**config.mk**
```make
export PLATFORM = sky130hd
export DESIGN_NAME = n64_poll_scheduler
export DESIGN_NICKNAME = d
export VERILOG_FILES = /design/src/rtl/n64_poll_scheduler.sv
export SDC_FILE = /design/constraint.sdc
export NUM_CORES = 1
export LEC_CHECK = 0
export CORE_ASPECT_RATIO = 2
export CORE_UTILIZATION = 45
export DETAILED_ROUTE_END_ITERATION = 8
export HOLD_SLACK_MARGIN = 0.03
export PLACE_DENSITY = 0.83
export REMOVE_ABC_BUFFERS = 1
export SYNTH_ARGS = -nofsm -noshare
export SYNTH_HDL_FRONTEND = slang
export SYNTH_SLANG_ARGS = --single-unit
export TNS_END_PERCENT = 100
```
**constraint.sdc**
```tcl
create_clock -name PCLK -period 4.6 [get_ports PCLK]
set_clock_uncertainty 0.2 [all_clocks]
set_input_delay 0.92 -clock PCLK [delete_from_list [all_inputs] [get_ports PCLK]]
set_output_delay 0.92 -clock PCLK [all_outputs]
set_load 0.02 [all_outputs]
```
**src/rtl/n64_poll_scheduler.sv**
```systemverilog
// n64_poll_scheduler: paces N64 controller polls, supervises each serial
// transaction through the interface busy line, latches completed samples,
// and recovers from stalled transactions with a controller reset sequence.
//
// state | meaning
// ------+-------------------------------------------------------------
// IDLE  | polling stopped; waits for enable or reset_req
// RST   | controller_reset held high for RESET_CYCLES cycles
// WAIT  | counting down the poll spacing P
// REQ   | one-cycle polling_enable pulse, arms the ACK timeout
// ACK   | waiting for busy to rise
// BUSY  | waiting for busy to fall
// LATCH | sample captured, poll_count bumped, timeout_err cleared
// ERR   | ACK/BUSY phase timed out; timeout_err set, then reset sequence
module n64_poll_scheduler #(
  parameter int DEFAULT_PERIOD = 1000000,
  parameter int PERIOD_W       = 24,
  parameter int RESET_CYCLES   = 64,
  parameter int TIMEOUT_CYCLES = 200000
) (
  input  logic                PCLK,
  input  logic                reset,
  input  logic                enable,
  input  logic                reset_req,
  input  logic [PERIOD_W-1:0] period_cfg,
  input  logic                busy,
  input  logic [31:0]         button_data_in,
  output logic                polling_enable,
  output logic                controller_reset,
  output logic [31:0]         button_data,
  output logic                sample_valid,
  output logic                timeout_err,
  output logic [15:0]         poll_count
);

  // One shared down-counter serves the period, timeout and reset phases,
  // so it is sized for the widest of the three.
  localparam int TO_W  = $clog2(TIMEOUT_CYCLES + 1);
  localparam int RC_W  = $clog2(RESET_CYCLES + 1);
  localparam int DP_W  = $clog2(DEFAULT_PERIOD + 1);
  localparam int W_A   = (PERIOD_W > TO_W) ? PERIOD_W : TO_W;
  localparam int W_B   = (W_A > RC_W) ? W_A : RC_W;
  localparam int CNT_W = (W_B > DP_W) ? W_B : DP_W;

  localparam logic [CNT_W-1:0] CNT_ONE  = CNT_W'(1);
  localparam logic [CNT_W-1:0] DEF_LOAD = CNT_W'(DEFAULT_PERIOD);
  localparam logic [CNT_W-1:0] TO_LOAD  = CNT_W'(TIMEOUT_CYCLES);
  localparam logic [CNT_W-1:0] RST_LOAD = CNT_W'(RESET_CYCLES);

  typedef enum logic [2:0] {
    S_IDLE, S_RST, S_WAIT, S_REQ, S_ACK, S_BUSY, S_LATCH, S_ERR
  } state_t;

  state_t           state, state_next;
  logic [CNT_W-1:0] cnt, cnt_next;
  logic [CNT_W-1:0] period_load;

  assign period_load = (period_cfg == '0) ? DEF_LOAD : CNT_W'(period_cfg);

  // State register and phase down-counter.
  always_ff @(posedge PCLK) begin
    if (reset) begin
      state <= S_IDLE;
      cnt   <= '0;
    end else begin
      state <= state_next;
      cnt   <= cnt_next;
    end
  end

  // Next-state and counter reload/decrement; reset_req overrides everything
  // except an already running reset sequence.
  always_comb begin
    state_next = state;
    cnt_next   = cnt;
    if (reset_req && state != S_RST) begin
      state_next = S_RST;
      cnt_next   = RST_LOAD;
    end else begin
      case (state)
        S_IDLE: begin
          if (enable) begin
            state_next = S_WAIT;
            cnt_next   = period_load;
          end
        end
        S_RST: begin
          if (cnt == CNT_ONE) state_next = S_IDLE;
          else                cnt_next   = cnt - CNT_ONE;
        end
        S_WAIT: begin
          if (!enable)             state_next = S_IDLE;
          else if (cnt == CNT_ONE) state_next = S_REQ;
          else                     cnt_next   = cnt - CNT_ONE;
        end
        S_REQ: begin
          state_next = S_ACK;
          cnt_next   = TO_LOAD;
        end
        S_ACK: begin
          if (busy) begin
            state_next = S_BUSY;
            cnt_next   = TO_LOAD;
          end else if (cnt == CNT_ONE) begin
            state_next = S_ERR;
          end else begin
            cnt_next = cnt - CNT_ONE;
          end
        end
        S_BUSY: begin
          if (!busy)               state_next = S_LATCH;
          else if (cnt == CNT_ONE) state_next = S_ERR;
          else                     cnt_next   = cnt - CNT_ONE;
        end
        S_LATCH: begin
          if (enable) begin
            state_next = S_WAIT;
            cnt_next   = period_load;
          end else begin
            state_next = S_IDLE;
          end
        end
        S_ERR: begin
          state_next = S_RST;
          cnt_next   = RST_LOAD;
        end
        default: state_next = S_IDLE;
      endcase
    end
  end

  // Registered outputs decoded from the next state, so each pulse lines up
  // with the cycle the FSM spends in the corresponding state.
  always_ff @(posedge PCLK) begin
    if (reset) begin
      polling_enable   <= 1'b0;
      controller_reset <= 1'b0;
      sample_valid     <= 1'b0;
      timeout_err      <= 1'b0;
      button_data      <= '0;
      poll_count       <= '0;
    end else begin
      polling_enable   <= (state_next == S_REQ);
      controller_reset <= (state_next == S_RST);
      sample_valid     <= (state_next == S_LATCH);
      if (state_next == S_LATCH) begin
        button_data <= button_data_in;
        poll_count  <= poll_count + 16'd1;
        timeout_err <= 1'b0;
      end else if (state_next == S_ERR) begin
        timeout_err <= 1'b1;
      end
    end
  end

endmodule

```
== Word-level counts from Yosys, hierarchy flattened ==
Cells that the tools add are included.
Word-level totals
  bits of input ports: 61
  bits in registers: 79
  word-level logic and storage cells: 56
Cells by class
  reductions and logical operators: 8
  add/sub/neg operators: 2
  eq/ne operators: 19
  mux-type cells: 18
Operator list (number)
  24-bit one-hot mux with 7 select lines: 1
  24-bit 2-to-1 mux: 6
  24-bit by 1-bit equality test with 1-bit output, second input constant: 1
  24-bit zero test: 1
  3-bit 2-to-1 mux: 8
  3-bit one-hot mux with 8 select lines: 1
  24-bit by 1-bit subtractor with 24-bit output, second input constant: 1
  3-bit equality test, second input constant: 6
  16-bit by 1-bit adder with 16-bit output, second input constant: 1
  3-bit by 2-bit equality test with 1-bit output, second input constant: 3
  7-bit 2-to-1 mux: 1
  3-bit by 1-bit equality test with 1-bit output, second input constant: 2
  3-bit by 1-bit != test with 1-bit output, second input constant: 2
  3-bit != test, second input constant: 2
  3-bit AND reduction: 2
  2-bit OR reduction: 3
  2-bit != test, second input constant: 2
  3-bit zero test: 1
  2-bit 2-to-1 mux: 1
  2-bit by 1-bit != test with 1-bit output, second input constant: 1
  1-bit logical AND: 1

== Longest topological paths before layout ==
  depth in word-level cells: 7
  mapped depth: 9
  depth with buffers taken out: 7

== Worst setup path after synthesis ==
Ideal clock, no wire load.
  kind: reg2reg
  from: reg cnt[0]
  to: reg cnt[14]
  data arrival time: 2296 ps
  setup time: 130 ps
  cell stages (with the launch flop): 9
  required time: 4270 ps
  path slack: 1974 ps
  cell sequence: dfxtp_1 -> ha_1 -> or4b_2 -> or4_4 -> buf_6 -> buf_6 -> o211ai_2 -> mux2i_1 -> o22ai_1
Between the ends
  longest elaborated chain between the ends: 4
RTL lines
  start, declared: RTL line 55  | logic [CNT_W-1:0] cnt, cnt_next;
  start signal, assigned: RTL line 67  | cnt <= cnt_next;
  24-bit by 1-bit subtractor with 24-bit output or 24-bit by 1-bit equality test with 1-bit output (tied branches)
  24-bit 2-to-1 mux (*)
  24-bit 2-to-1 mux, on equally long branches: RTL line 111, 101, 92
  24-bit one-hot mux with 7 select lines (*): RTL line 80  | case (state)
Every way passes the cells marked *; elsewhere a longest branch is shown, timed or not. The select of a mux whose other input is x is not followed.
A chain may end at the register's enable or synchronous reset.

== Worst setup path after layout ==
  from: in enable
  to: reg cnt[22]
Between the ends
  longest elaborated chain between the ends: 2
RTL lines
  start, declared: RTL line 23  | input logic enable,
  2-bit != test (no line) or 2-bit by 1-bit != test with 1-bit output (tied branches)
  3-bit AND reduction (no line) (*)
Every way passes the cells marked *; elsewhere a longest branch is shown, timed or not.

==> impl_metrics.csv <==
group,metric,value,unit
run_status,status,"complete, no violations",
worst_setup_path,critical_path.top_delay_family,"compound AO/OA/AOI/OAI gates",
power_and_ir_drop,switching_share,30.5,%
power_and_ir_drop,power_frac_seq,37.9,%
clock_tree,post_cts_resized,0,
yosys,ys.flop_type,"dfxtp_1",
sta,min_period,2.97,ns
clock_tree,cts_tree,"built",
clock_tree,clkTransAtPathRegs,0.06,ns
clock_tree,clk_path_buf_depth,2,
global_routing,grt_max_degree,55,
sta,rsz0062_at_grt,"no",
yosys,ys_seq_area_share,37.7,%
floorplanning,pin_count,113,
clock_tree,cts-hold-fix-buffers,0,
placed_design,dp_hpwl,9850,um
clock_tree,cts_sinks,79,
finish,layout.nets,701,
finish,final_common_cell,"clkdlybuf4s50_1",
yosys,async_reset_ff_share,0,%
detailed_routing,drcViolationCount,0,
floorplanning,start_util,46.6,%
worst_setup_path,end_kind,"flip-flop",
finish,layout_common_cells,"111 x clkdlybuf4s50_1, 97 x nand2_1, 79 x dfxtp_1, 51 x a21oi_1, 40 x nor2_1",
sta,finalHoldViolCount,0,
global_routing,overflow,0,
worst_setup_path,path_max_fanout,19,
detailed_routing,ant_nets,0,
sta,hold_slack,0.255,ns
detailed_routing,vias,4612,
global_routing,grt_pass1_wl,22400,um
placed_design,place_congestion,0.986,
sta,drv_slew,0,
worst_setup_path,start_kind,"input port",
yosys,netlist_instances,538,
sta,slew_headroom,22.6,%
placed_design,place_area,0.00537,mm2
clock_tree,clock_latency,0.34,ns
finish,diodes,0,
worst_setup_path,r2r_slack,1.64,ns
yosys,syn_avg_cell_area,7.80,um2
hold_path,hp-class,"reg2reg",
placed_design,port_buffers,112,
worst_setup_path,critPathArrivalTime,3.04,ns
finish,postLayoutCoreUtil,63.1,%
yosys,ys_ff_latch,79,
yosys,yosys.area.top_type,"dfxtp_1",
power_and_ir_drop,peakVddDrop,0.000277,V
finish,fin_area,0.00568,mm2
floorplanning,dieHeight,139,um
worst_setup_path,path_buf_inv,2,
detailed_routing,avgRoutedWirePerCell,18.5,um
power_and_ir_drop,power.density,349,mW/mm2
clock_tree,cts_setup_buffers,0,
yosys,syn-cell-area,0.00420,mm2
sta,period_share,64.5,%
worst_setup_path,crit_slowest_cell,"o21ai_1",
detailed_routing,dr.pass1.iters,5,
worst_setup_path,crit_type,"in2reg",
power_and_ir_drop,p_int,1.38,mW
global_routing,track_usage,28.5,%
power_and_ir_drop,combPwrFrac,23.2,%
sta,setup_viol,0,
yosys,synth.distinct_cells,64,
floorplanning,dieArea,0.00974,mm2
detailed_routing,finalWirelength,13800,um
yosys,synth-warning-count,0,
global_routing,antenna_found_initial,0,
clock_tree,clock-root-buffer,"clkbuf_16",
sta,max_freq,337,MHz
clock_tree,cts_made_buffers,9,
sta,tightestPinTransition,1.14,ns
finish,syn2layout_area_growth,35.5,%
global_routing,grt_pass1_vias,4659,
worst_setup_path,cpPeakStageDelay,0.53,ns
worst_setup_path,worstPathCellList,"clkdlybuf4s50_1, or2_2, o21ai_1, buf_4, nor3_1, a21bo_2, a31oi_1",
yosys,synth_area_leaders,"dfxtp_1 38%, nand2_1 8.7%, a21oi_1 6.1%, nor2_1 3.6%, xor2_1 2.9%",
power_and_ir_drop,p_sw,605,uW
detailed_routing,drt-initial-drc-count,434,
floorplanning,core,0.00901,mm2
flow_run,drv_cap,0,
clock_tree,cts-htree-levels,3,
floorplanning,rows,49,
finish,drive_above_1_share,5.62,%
power_and_ir_drop,clockPowerShare,38.9,%
sta,setup-tns-final,0,ns
power_and_ir_drop,power.leakage,1.93,nW
yosys,synth-edff-count,0,
floorplanning,die-width,70.3,um
worst_setup_path,required,4.67,ns
yosys,synth_top_area_share,37.7,%
detailed_routing,viasPerCell,6.21,
## worst paths after layout
check,endpoint,start,cells past startpoint
worst max-delay path,cnt[22],enable,7
worst min-delay path,button_data[30],button_data[30],2
worst max register to register,cnt[17],cnt[0],6
worst min register to register,button_data[30],button_data[30],2
## synthesized netlist by cell type, drive strengths merged, types with 7 or more instances
cell	number
nand2	97
dfxtp	79
a21oi	51
nor2	40
clkbuf	30
o21ai	21
nor3	15
xor2	14
a31oi	13
nor4	13
nand3	12
o211ai	11
nand4	10
inv	9
nor2b	7
o21bai	7
o22ai	7
## power groups by stage
stage | registers [mW] | logic, mW | clock network (mW)
CTS | 0.748 | 0.447 | 0.774
detailed placement | 0.762 | 0.442 | 0
floorplan | 0.751 | 0.277 | 0
global route | 0.752 | 0.490 | 0.803
global placement | 0.761 | 0.433 | 0
finish | 0.751 | 0.460 | 0.771
## state kept, by name, indices dropped and copies added (netlist names)
name / flops
button_data: 32
cnt: 24
controller_reset: 1
poll_count: 16
polling_enable: 1
sample_valid: 1
state: 3
timeout_err: 1
## worst min-delay path: cells and delay by family, from the launching register on
kind / cells / cell delay (ns)
AOI/OAI and AO/OA: 1 / 0.05
and+or+nand+nor: 1 / 0.05
DFF: 1 / 0.31
## cells by family after synthesis
kind of cell	after synthesis	synth area share [%]
compound gates	153	23.8
flops	79	37.7
mux	8	1.97
buf+inv	42	4.15
xor+xnor	18	3.76
simple gates	235	27.8
fa+ha+maj	3	0.895
## per-layer routing
| layer | track usage (%) | share of wire (%) |
|---|---|---|
| met1 | 28.9 | 36 |
| met2 | 50.6 | 52 |
| met3 | 7.41 | 6.2 |
| met4 | 17.6 | 5.5 |
| met5 | 0 | 0 |
## final cells by class
class	count	area (um2)
timing repair buffer	121	1180
inverter	9	33.8
multi-input combinational	417	2440
tap	102	128
clock buffer	11	243
sequential	79	1580
fill	766	3330
clock inverter	4	70.1
## metrics by stage
step                setup WS, ns  cells  power [mW]
detailed placement          1.31    728        1.20
floorplan                  0.939    505        1.03
global route                1.41    743        2.04
CTS                         1.66    743        1.97
global placement            1.40    728        1.19
finish                      1.63    743        1.98
(Power assumes the default switching activity.)
